<file path="src/rtl/port_sink_if.sv">
// port_sink_if: bundles the two handshakes seen by a port sink.
//   Node side  : write (request), data (value), read (sink ready).
//   Host side  : m_valid / m_data (FIFO head), m_ready (host accepts).
// Modports:
//   master : the environment (node + host) driving write/data/m_ready.
//   slave  : the sink, driving read/m_valid/m_data.
interface port_sink_if #(
  parameter int WIDTH = 11
) ();
  logic             write;
  logic [WIDTH-1:0] data;
  logic             read;
  logic             m_valid;
  logic [WIDTH-1:0] m_data;
  logic             m_ready;

  modport master (output write, data, m_ready, input read, m_valid, m_data);
  modport slave  (input write, data, m_ready, output read, m_valid, m_data);
endinterface

</file>
<file path="src/rtl/port_sink.sv">
// port_sink: reader endpoint for a node write/read port. Accepted node values
// are buffered in a first-word-fall-through FIFO and drained to a host
// valid/ready stream. Accepted values are counted against a target latched on
// start; reaching a nonzero target moves the block to DONE.
// Ports:
//   clk, rst          clock, asynchronous active-low reset
//   start, target     start pulse and target count (0 = unlimited)
//   port (slave)      write/data/read node handshake, m_valid/m_data/m_ready
//   count             values accepted since the last start
//   level             FIFO occupancy
//   busy, done        state is RUN / DONE
module port_sink #(
  parameter int WIDTH = 11,
  parameter int DEPTH = 8,
  parameter int CNT_W = 8
) (
  input  logic                       clk,
  input  logic                       rst,
  input  logic                       start,
  input  logic [CNT_W-1:0]           target,
  port_sink_if.slave                 port,
  output logic [CNT_W-1:0]           count,
  output logic [$clog2(DEPTH+1)-1:0] level,
  output logic                       busy,
  output logic                       done
);

  localparam int AW = $clog2(DEPTH);
  localparam int PW = AW + 1;

  localparam logic [1:0] S_IDLE = 2'd0;
  localparam logic [1:0] S_RUN  = 2'd1;
  localparam logic [1:0] S_DONE = 2'd2;

  logic [1:0]       state_q, state_d;
  logic [CNT_W-1:0] count_q, count_d;
  logic [CNT_W-1:0] target_q, target_d;
  logic [PW-1:0]    head_q, head_d;
  logic [PW-1:0]    tail_q, tail_d;
  logic [WIDTH-1:0] mem_q [DEPTH];

  logic             full, empty, push, pop;
  logic [CNT_W-1:0] count_inc;

  // Pointers carry a wrap bit above the address bits: equal addresses with
  // differing wrap bits means full, fully equal means empty.
  assign empty = (head_q == tail_q);
  assign full  = (head_q[AW-1:0] == tail_q[AW-1:0]) && (head_q[AW] != tail_q[AW]);
  assign level = tail_q - head_q;

  // read depends only on registered state so it cannot loop back through the
  // node's write logic.
  assign port.read    = (state_q == S_RUN) && !full;
  assign port.m_valid = !empty;
  assign port.m_data  = empty ? '0 : mem_q[head_q[AW-1:0]];

  // A start on the same edge as a transfer wins: the transfer is dropped.
  assign push      = port.write && port.read && !start;
  assign pop       = !empty && port.m_ready;
  assign count_inc = count_q + 1'b1;

  always_comb begin
    state_d  = state_q;
    count_d  = count_q;
    target_d = target_q;
    head_d   = head_q;
    tail_d   = tail_q;
    if (pop)  head_d = head_q + 1'b1;
    if (push) tail_d = tail_q + 1'b1;
    if (start) begin
      state_d  = S_RUN;
      count_d  = '0;
      target_d = target;
    end else if (push) begin
      count_d = count_inc;
      if ((target_q != '0) && (count_inc == target_q)) state_d = S_DONE;
    end
  end

  always_ff @(posedge clk or negedge rst) begin
    if (!rst) begin
      state_q  <= S_IDLE;
      count_q  <= '0;
      target_q <= '0;
      head_q   <= '0;
      tail_q   <= '0;
    end else begin
      state_q  <= state_d;
      count_q  <= count_d;
      target_q <= target_d;
      head_q   <= head_d;
      tail_q   <= tail_d;
    end
  end

  // Storage needs no reset: m_data is forced to zero while the FIFO is empty.
  always_ff @(posedge clk) begin
    if (push) mem_q[tail_q[AW-1:0]] <= port.data;
  end

  assign count = count_q;
  assign busy  = (state_q == S_RUN);
  assign done  = (state_q == S_DONE);

endmodule

</file>
<file path="src/flat_wrapper.sv">
// flat-port wrapper written by rule: the top's interface ports become plain ports
module port_sink_flat 
#(
  parameter int WIDTH = 11,
  parameter int DEPTH = 8,
  parameter int CNT_W = 8
)
  (clk, rst, start, target, count, level, busy, done, port_write, port_data, port_m_ready, port_read, port_m_valid, port_m_data);
  port_sink_if #(.WIDTH(WIDTH)) port_i ();
  input  logic clk;
  input  logic rst;
  input  logic start;
  input  logic [CNT_W-1:0] target;
  output logic [CNT_W-1:0] count;
  output logic [$clog2(DEPTH+1)-1:0] level;
  output logic busy;
  output logic done;
  input wire logic [$bits(port_i.write)-1:0] port_write;
  input wire logic [$bits(port_i.data)-1:0] port_data;
  input wire logic [$bits(port_i.m_ready)-1:0] port_m_ready;
  output wire logic [$bits(port_i.read)-1:0] port_read;
  output wire logic [$bits(port_i.m_valid)-1:0] port_m_valid;
  output wire logic [$bits(port_i.m_data)-1:0] port_m_data;
  assign port_i.write = port_write;
  assign port_i.data = port_data;
  assign port_i.m_ready = port_m_ready;
  assign port_read = port_i.read;
  assign port_m_valid = port_i.m_valid;
  assign port_m_data = port_i.m_data;
  port_sink #(.WIDTH(WIDTH), .DEPTH(DEPTH), .CNT_W(CNT_W)) u_core (.clk(clk), .rst(rst), .start(start), .target(target), .port(port_i), .count(count), .level(level), .busy(busy), .done(done));
endmodule
</file>
<file path="config.mk">
export PLATFORM = sky130hd
export DESIGN_NAME = port_sink_flat
export DESIGN_NICKNAME = d
export VERILOG_FILES = /design/src/rtl/port_sink_if.sv /design/src/rtl/port_sink.sv /design/src/flat_wrapper.sv
export SDC_FILE = /design/constraint.sdc
export NUM_CORES = 1
export LEC_CHECK = 0
export ABC_AREA = 1
export BUFFER_PORTS_ARGS = -buffer_cell sky130_fd_sc_hd__buf_2
export CELL_PAD_IN_SITES_DETAIL_PLACEMENT = 0
export CELL_PAD_IN_SITES_GLOBAL_PLACEMENT = 1
export CORE_MARGIN = 3
export CORE_UTILIZATION = 46
export DETAILED_ROUTE_END_ITERATION = 7
export HOLD_SLACK_MARGIN = 0.06
export PLACE_DENSITY_LB_ADDON = 0.08
export SYNTH_ARGS = -nofsm -noshare
export SYNTH_HDL_FRONTEND = slang
export SYNTH_SLANG_ARGS = --single-unit
</file>
<file path="constraint.sdc">
create_clock -name clk -period 3.7 [get_ports clk]
set_input_delay 0.37 -clock clk [delete_from_list [all_inputs] [get_ports clk]]
set_output_delay 0.37 -clock clk [all_outputs]
set_load 0.03 [all_outputs]
</file>
==> results.py, run 1 <==
metrics = {
    "run_status": {
        "status": "finished clean",
    },
    "place": {
        "place_congestion": 0.788,
        "portBuffers": 50,
        "post-place-cells": 645,
        "post-dp-hpwl_um": 7220,
    },
    "timing": {
        "maxSlewHeadroom_pct": 57.3,
        "grt_setup_unrepaired": "no",
        "fmax_mhz": 323,
        "finalHoldViolations": 0,
        "slew_viol_final": 0,
        "min_period_over_period_pct": 83.6,
        "setup_tns_ns": 0,
        "fin_crit_ns": 3.09,
        "max_slew.worst_pin.slew_ns": 0.640,
        "skew_ns": 0.00601,
        "setup_viol": 0,
    },
    "clocking": {
        "cts_tree": "built",
        "worstSkewPairLatency_ns": 0.51,
        "cts-root-buf": "clkbuf_8",
        "cts-buffers-inserted": 17,
        "clock_sinks": 114,
        "cts_setup_buffers": 0,
        "cts.htree.levels": 4,
        "cts.path.max_buffers": 2,
        "clk_pin_slew_ns": 0.05,
    },
    "setup_path": {
        "r2r_cells": 9,
        "critical_path_required_ns": 3.33,
        "critPathTopFamily": "buffers and inverters",
        "critPathMaxStageDelay_ns": 0.43,
        "worstSetupPathDepth": 8,
        "path_cells": "buf_4 -> clkinv_1 -> buf_4 -> o21ai_0 -> o22ai_1 -> o21ai_0 -> nor2_1 -> buf_2",
        "worst_setup_path_end_kind": "output pin",
        "crit_path_top_delay_cell": "buf_4",
        "cp.arrival_ns": 2.72,
        "path_max_fanout": 47,
        "cp-start-kind": "register",
        "worstSetupPathType": "register to output pin",
        "path_buf_inv": 4,
    },
    "floorplanning": {
        "die_width_um": 110,
        "initial_core_util_pct": 47.9,
        "core.rowCount": 37,
        "coreArea_um2": 10500,
        "die_h_um": 110,
        "die_area_um2": 12200,
        "io_pins": 51,
    },
    "finish": {
        "antenna-diode-count": 0,
        "fin_cells": 684,
        "fin_nets": 568,
        "drive_gt1_share_pct": 20.3,
        "mostFrequentLayoutCells": "88 x edfxtp_1, 84 x nor2_1, 70 x o21ai_0",
        "area_growth_pct": 21.0,
        "final_common_cell": "edfxtp_1",
    },
    "power_and_ir_drop": {
        "ir_worst_vdd_v": 0.000863,
        "swShare_pct": 40.3,
        "p_seq_share_pct": 31.5,
        "p_comb_share_pct": 39.4,
        "power_frac_clock_pct": 29.1,
        "power.density_nw_per_um2": 837,
        "leakagePower_nw": 2.39,
        "p_int_mw": 3.03,
        "p_sw_mw": 2.04,
    },
    "global_route": {
        "antenna_found_initial": 0,
        "grt_overflow_total": 0,
        "grt_first_pass_wirelength_um": 17700,
        "grt_usage_pct": 20.0,
        "grt_max_degree": 48,
        "grt_pass1_vias": 3284,
    },
    "min_path": {
        "min_path_type": "input port to register",
        "holdPathStages": 3,
    },
    "route": {
        "drt_pass1_iterations": 5,
        "drt-total-wl_um": 11400,
        "antenna_left": 0,
        "vias": 3574,
        "vias_per_cell": 5.23,
        "drcViolationCount": 0,
        "drt-initial-drc-count": 303,
        "avgRoutedWirePerCell_um": 16.7,
    },
    "yosys": {
        "synth-adder-area-share_pct": 1.90,
        "synth_nets": 497,
        "synthCells": 466,
        "synth-xor-area-share_pct": 1.05,
        "synthSimpleGateAreaFrac_pct": 15.9,
        "yosysUniqueCellTypes": 30,
        "ys_seq_area_share_pct": 65.8,
        "ys.warnings.count": 0,
        "synth.mux.area_fraction_pct": 0,
        "syn_area_um2": 5010,
        "synth_top_family_by_area": "simple AND/OR/NAND/NOR gates",
        "synth-compound-area-share_pct": 11.0,
        "syn_avg_cell_area_um2": 10.7,
        "synth-seq-cells": 114,
    },
    "job": {
        "maxCapViolations": 0,
    },
}
[registers in the layout, indices dropped and copies added (netlist names)]
register / count
u_core.mem_q: 88
u_core.target_q: 8
u_core.head_q: 4
u_core.count: 8
u_core.state_q: 2
u_core.tail_q: 4
[synthesized netlist by cell type (all sizes together)]
cell     n  area [µm²]
xor2     4        35.0
clkinv   1        3.75
nand3   24         120
clkbuf  13        50.0
o22ai   24         150
edfxtp  88        2640
a21boi   1        11.3
dfrtp   26         651
ha       6        75.1
o21ai   71         359
a21oi    4        23.8
nand4    2        12.5
inv     34         128
nand2   66         278
o31ai    1        7.51
nor3     3        25.0
xnor2    2        17.5
buf      6        36.3
fa       1        20.0
nor2    89         362
[cell type report]
class / instances / area (µm²)
Inverter: 35 / 131
Multi-Input combinational cell: 298 / 1500
Clock buffer: 18 / 418
Sequential cell: 114 / 3290
Timing Repair Buffer: 71 / 430
Clock inverter: 12 / 119
Fill cell: 901 / 4400
Tap cell: 136 / 170
[logic make-up after synthesis]
logic type | count (synthesis)
and+or+nand+nor | 184
AOI/OAI and AO/OA | 101
buffers and inverters | 54
DFF | 114
adders and majority gates | 7
xor gates and xnor gates | 6
[through the flow]
| step | area [µm²] | setup WS (ns) | total power [mW] | utilization, % | hold WS (ns) |
|---|---|---|---|---|---|
| 2_1_floorplan | 5010 | 0.582 | 3.02 | - | 0.0744 |
| 3_3_place_gp | 5430 | 0.940 | 3.59 | 51.9 | 0.421 |
| 3_5_place_dp | 5430 | 0.900 | 3.61 | 51.9 | 0.425 |
| 4_1_cts | 6060 | 0.598 | 5.11 | 57.9 | 0.116 |
| 5_1_grt | 6060 | 0.379 | 5.38 | 57.9 | 0.144 |
| 6_report | 6060 | 0.606 | 5.07 | 57.9 | 0.133 |
[power groups by stage]
stage | registers [mW] | clock network [mW] | logic [mW]
after floorplan | 1.62 | 0 | 1.40
after global placement | 1.62 | 0 | 1.97
after detailed placement | 1.62 | 0 | 1.99
after global routing | 1.61 | 1.56 | 2.21
after CTS | 1.60 | 1.50 | 2.01
final | 1.60 | 1.47 | 2.00
[final timing paths]
kind / slack (ns) / endpoint / start
worst max-delay path: 0.61 / port_m_data[4] / u_core.head_q[0]
worst min-delay path: 0.13 / u_core.head_q[0] / port_m_ready
worst max register to register: 0.92 / u_core.mem_q[7][3] / u_core.head_q[2]
worst min register to register: 0.50 / u_core.head_q[3] / u_core.head_q[3]
max in group asynchronous: 2.87 / u_core.tail_q[0] / rst
min in group asynchronous: 0.42 / u_core.count[7] / rst
[what timing repair did]
action                                 4_1_cts  5_1_grt
endpoints found under the hold margin       34        0
hold buffers                                 9        0
gates resized for setup                      0        0
[metal layers]
layer	GRT usage [%]	routed length, µm
met1	31.5	5630
met2	27.1	4790
met3	4.19	821
met4	7.30	155
met5	0	0
[worst reg2reg max path, cell delays in order, from the launching register on]
cell      delay [ns]
dfrtp_1         0.37
inv_1           0.34
ha_1            0.36
inv_1           0.10
nor3_2          0.06
a21boi_2        0.15
nand2_2         0.11
nor2_4          0.28
nand2_2         0.14
nor2_2          0.50
Power figures use the tool's default switching activity.
==> inputs of run 2 (changes only) <==
==> constraint.sdc (replaced) <==
create_clock -name clk -period 3 [get_ports clk]
set_input_delay 0.3 -clock clk [delete_from_list [all_inputs] [get_ports clk]]
set_output_delay 0.3 -clock clk [all_outputs]
set_load 0.03 [all_outputs]
==> results.py, run 2 (same netlist as run 1, synthesis figures left out) <==
metrics = {
    "setup_path": {
        "crit_path_top_delay_cell": "dfrtp_1",
        "cp.arrival_ns": 2.44,
        "path_max_fanout": 47,
        "cp-start-kind": "register",
        "critPathMaxStageDelay_ns": 0.36,
        "path_cells": "buf_6 -> clkinv_1 -> buf_4 -> o21ai_0 -> o22ai_1 -> o21ai_0 -> nor2_1 -> buf_2",
        "cp-startpoint": "u_core.head_q[0]",
        "path_buf_inv": 4,
        "crit_path_frequent_cell": "o21ai_0",
        "r2r-start": "u_core.tail_q[0]",
        "worst_setup_path_end_kind": "output pin",
        "critPathTopFamily": "buffers and inverters",
        "critical_path_required_ns": 2.70,
        "worstSetupPathType": "register to output pin",
    },
    "clocking": {
        "cts_tree": "built",
        "cts-buffers-inserted": 17,
        "cts.htree.levels": 4,
        "clock_sinks": 114,
        "cts-root-buf": "clkbuf_8",
        "clk_pin_slew_ns": 0.06,
        "worstSkewPairLatency_ns": 0.51,
        "cts.path.max_buffers": 2,
    },
    "global_route": {
        "grt_max_degree": 48,
        "grt_pass1_vias": 3482,
        "grt_first_pass_wirelength_um": 18300,
        "grt_overflow_total": 0,
        "grt_usage_pct": 20.4,
        "antenna_found_initial": 0,
    },
    "place": {
        "place_congestion": 0.801,
        "post-dp-hpwl_um": 7450,
        "portBuffers": 50,
        "post-place-cells": 648,
    },
    "power_and_ir_drop": {
        "leakagePower_nw": 2.42,
        "ir_worst_vdd_v": 0.000797,
        "power.density_nw_per_um2": 1040,
    },
    "finish": {
        "largest_reg_flops": 88,
        "mostFrequentLayoutCells": "88 x edfxtp_1, 84 x nor2_1, 70 x o21ai_0",
        "fin_cells": 689,
        "antenna-diode-count": 0,
        "drive_gt1_share_pct": 21.2,
        "area_growth_pct": 22.3,
        "nFillCells": 919,
        "fin_nets": 571,
        "final_common_cell": "edfxtp_1",
    },
    "timing": {
        "maxSlewHeadroom_pct": 55.1,
        "min_period_over_period_pct": 91.3,
        "grt_setup_unrepaired": "no",
        "setup_tns_ns": 0,
        "skew_ns": 0.00963,
        "max_slew.worst_pin.slew_ns": 0.673,
        "fmax_mhz": 365,
        "slew_viol_final": 0,
        "whs_ns": 0.0745,
        "fin_crit_ns": 2.74,
        "finalHoldViolations": 0,
        "setup_viol": 0,
    },
    "route": {
        "vias_per_cell": 5.28,
        "antenna_left": 0,
        "drt_pass1_iterations": 5,
        "drcViolationCount": 0,
        "vias": 3637,
        "drt-initial-drc-count": 194,
        "avgRoutedWirePerCell_um": 16.6,
        "drt-total-wl_um": 11400,
    },
    "floorplanning": {
        "io_pins": 51,
        "core.rowCount": 37,
        "die_width_um": 110,
        "coreArea_um2": 10500,
        "initial_core_util_pct": 47.9,
        "die_area_um2": 12200,
        "die_h_um": 110,
    },
    "run_status": {
        "status": "finished clean",
    },
    "min_path": {
        "min_path_type": "input port to register",
        "min_from": "port_data[0]",
    },
    "job": {
        "maxCapViolations": 0,
    },
}
==> run 2: cell count changes in the layout (fill, tap and decap cells not counted), sizes merged <==
cell / previous run / this run
clkbuf: 18 / 19
clkinv: 7 / 5
inv: 34 / 39
clkinvlp: 4 / 2
buf: 62 / 65
==> run 2: cell type report <==
| cell class | instances | area, µm² | share of cell area, % |
|---|---|---|---|
| Clock buffer | 19 | 422 | 6.88 |
| Clock inverter | 13 | 150 | 2.45 |
| Inverter | 35 | 131 | 2.15 |
| Multi-Input combinational cell | 298 | 1500 | 24.5 |
| Sequential cell | 114 | 3290 | 53.8 |
| Tap cell | 136 | 170 | 2.78 |
| Timing Repair Buffer | 74 | 457 | 7.46 |
==> run 2: path summary, 6_finish.rpt <==
kind,end,slack [ns],cells after the start
setup reg to reg,u_core.mem_q[7][4],0.44,9
setup / recovery,port_m_data[6],0.26,8
hold / removal,u_core.mem_q[3][0],0.07,1
max in group asynchronous,u_core.tail_q[3],2.25,2
min in group asynchronous,u_core.target_q[7],0.34,2
hold reg to reg,u_core.state_q[0],0.51,2
==> run 2: power breakdown <==
part           total, mW  internal, mW  switching (mW)
combinational       2.47         0.720            1.75
clock               1.92          1.19           0.722
sequential          1.97          1.88          0.0922
==> run 2: what timing repair did <==
item | in CTS | in global routing
gates resized for setup | 0 | 1
setup endpoints to repair | 0 | 4
hold buffers | 9 | 0
endpoints found under the hold margin | 34 | 0
setup buffers | 0 | 0
==> run 2: worst register-to-register path: stages (launching register included) <==
cell and delay, ns:
dfrtp_1 0.39, inv_1 0.10, ha_1 0.30, inv_1 0.08
nor3_2 0.06, a21boi_2 0.15, nand2_2 0.11, nor2_4 0.29
nand2_2 0.15, nor2_2 0.55
==> run 2: routing by layer <==
metal	GRT usage (%)	vias up	routed length (µm)
li1	-	1770	-
met1	31.0	1740	5660
met2	29.3	113	4990
met3	4.83	14	631
met4	5.98	0	136
met5	0	-	0
==> run 2: metrics by stage <==
step                      utilization, %  cell area, µm²  worst slack (ns)  power [mW]
after CTS                           58.5            6120             0.147        6.40
after global routing                58.5            6120            0.0891        6.76
after global placement              52.2            5460             0.516        4.46
final                               58.5            6120             0.262        6.36
after floorplan                        -            5010            0.0900        3.73
after detailed placement            52.2            5460             0.418        4.46
==> inputs of run 3 (changes only) <==
--- a/config.mk
+++ b/config.mk
@@ -12,7 +12,6 @@
 export CORE_MARGIN = 3
 export CORE_UTILIZATION = 46
 export DETAILED_ROUTE_END_ITERATION = 7
-export HOLD_SLACK_MARGIN = 0.06
 export PLACE_DENSITY_LB_ADDON = 0.08
 export SYNTH_ARGS = -nofsm -noshare
 export SYNTH_HDL_FRONTEND = slang
==> constraint.sdc (replaced) <==
create_clock -name clk -period 3 [get_ports clk]
set_input_delay 0.3 -clock clk [delete_from_list [all_inputs] [get_ports clk]]
set_output_delay 0.3 -clock clk [all_outputs]
set_load 0.1 [all_outputs]
==> results.py, run 3 (same netlist as run 1, synthesis figures left out) <==
metrics = {
    "finish": {
        "antenna-diode-count": 0,
        "design_area_um2": 6260,
        "fin_nets": 570,
        "largest_reg_flops": 88,
        "mostFrequentLayoutCells": "88 x edfxtp_1, 72 x nor2_1, 70 x o21ai_0",
        "final_common_cell": "edfxtp_1",
        "drive_gt1_share_pct": 24.3,
        "nFillCells": 869,
        "area_growth_pct": 24.9,
    },
    "clocking": {
        "cts.path.max_buffers": 2,
        "cts-buffers-inserted": 17,
        "clock_sinks": 114,
        "cts-root-buf": "clkbuf_8",
        "cts.htree.levels": 4,
        "worstSkewPairLatency_ns": 0.51,
        "cts_setup_buffers": 0,
        "clk_pin_slew_ns": 0.06,
        "cts_tree": "built",
    },
    "setup_path": {
        "cp-start-kind": "register",
        "critPathMaxStageDelay_ns": 0.49,
        "path_cells": "ha_1 -> inv_1 -> nor3_4 -> nand2_2 -> o21ai_0 -> nor2_4 -> buf_2",
        "path_buf_inv": 2,
        "reg2reg_slack_ns": 0.46,
        "crit_path_top_delay_cell": "dfrtp_1",
        "cp.arrival_ns": 2.58,
        "critical_path_required_ns": 2.70,
        "path_max_fanout": 15,
        "critPathTopFamily": "buffers and inverters",
        "worst_setup_path_end_kind": "output pin",
        "worstSetupPathType": "register to output pin",
    },
    "global_route": {
        "grt_usage_pct": 20.4,
        "grt_max_degree": 46,
        "grt_overflow_total": 0,
        "grt_pass1_vias": 3337,
        "grt_first_pass_wirelength_um": 17900,
        "antenna_found_initial": 0,
    },
    "job": {
        "maxCapViolations": 0,
    },
    "floorplanning": {
        "io_pins": 51,
        "die_width_um": 110,
        "coreArea_um2": 10500,
        "die_area_um2": 12200,
        "die_h_um": 110,
        "core.rowCount": 37,
        "initial_core_util_pct": 47.9,
    },
    "route": {
        "drt-total-wl_um": 11300,
        "vias_per_cell": 5.27,
        "drt_pass1_iterations": 4,
        "drcViolationCount": 0,
        "drt-initial-drc-count": 251,
        "antenna_left": 0,
        "avgRoutedWirePerCell_um": 16.4,
        "vias": 3627,
    },
    "timing": {
        "min_period_over_period_pct": 95.9,
        "grt_setup_unrepaired": "no",
        "maxSlewHeadroom_pct": 59.3,
        "skew_ns": 0.00403,
        "fmax_mhz": 348,
        "max_slew.worst_pin.slew_ns": 0.611,
        "finalHoldViolations": 0,
        "fin_crit_ns": 2.88,
        "setup_viol": 0,
        "slew_viol_final": 0,
    },
    "min_path": {
        "min_path_type": "input port to register",
    },
    "place": {
        "place_congestion": 0.800,
        "placed_area_um2": 5620,
        "portBuffers": 50,
        "post-dp-hpwl_um": 7040,
    },
    "run_status": {
        "status": "finished clean",
    },
}
==> run 3: per-layer routing <==
layer	wire length [µm]	vias up	GRT usage, %	part of all wire [%]
li1	-	1773	-	-
met1	5270	1739	29.8	47
met2	5100	103	30.2	45
met3	769	12	4.54	6.8
met5	0	-	0	0
met4	156	0	7.12	1.4
==> run 3: tightest hold or removal path, cell delays in order <==
cell and delay (ns):
buf_2 0.10, a21oi_1 0.06, nor2_1 0.07
==> run 3: worst paths after layout <==
| kind | from | to | depth (start not counted) |
|---|---|---|---|
| min in group asynchronous | rst | u_core.state_q[1] | 2 |
| worst max register to register | u_core.tail_q[1] | u_core.mem_q[4][10] | 9 |
| worst min-delay path | port_m_ready | u_core.head_q[0] | 3 |
| worst max-delay path | u_core.tail_q[1] | port_m_data[1] | 7 |
| max in group asynchronous | rst | u_core.target_q[6] | 2 |
| worst min register to register | u_core.head_q[3] | u_core.head_q[3] | 1 |
==> run 3: repair_timing <==
action | in CTS | in global routing
cloned | 0 | 0
hold buffers | 9 | 0
gates resized for setup | 1 | 8
hold endpoints to repair | 34 | 0
endpoints found under the setup margin | 1 | 8
==> run 3: stage by stage <==
stage | setup WS (ns) | hold slack (ns) | utilization [%] | TNS, ns | instances
2_1_floorplan | -0.100 | 0.00441 | - | -3.47 | 466
3_3_place_gp | 0.512 | 0.356 | 53.7 | 0 | 647
3_5_place_dp | 0.470 | 0.360 | 53.7 | 0 | 647
4_1_cts | 0.0284 | 0.0401 | 59.6 | 0 | 688
5_1_grt | 0.000321 | 0.0588 | 59.8 | 0 | 688
6_report | 0.123 | 0.0662 | 59.8 | 0 | 688
==> run 3: layout make-up <==
class	count	area, µm²	area share [%]
flip-flops and latches	114	3290	52.6
clock inverters	15	111	1.78
multi-input cells	298	1630	26.1
repair buffers	73	499	7.98
well taps	136	170	2.72
inverters	35	135	2.16
clock buffers	17	414	6.62
Power of run 3 is not shown: default switching activity piles up to over one toggle a cycle in this logic, so the estimate is an artifact.
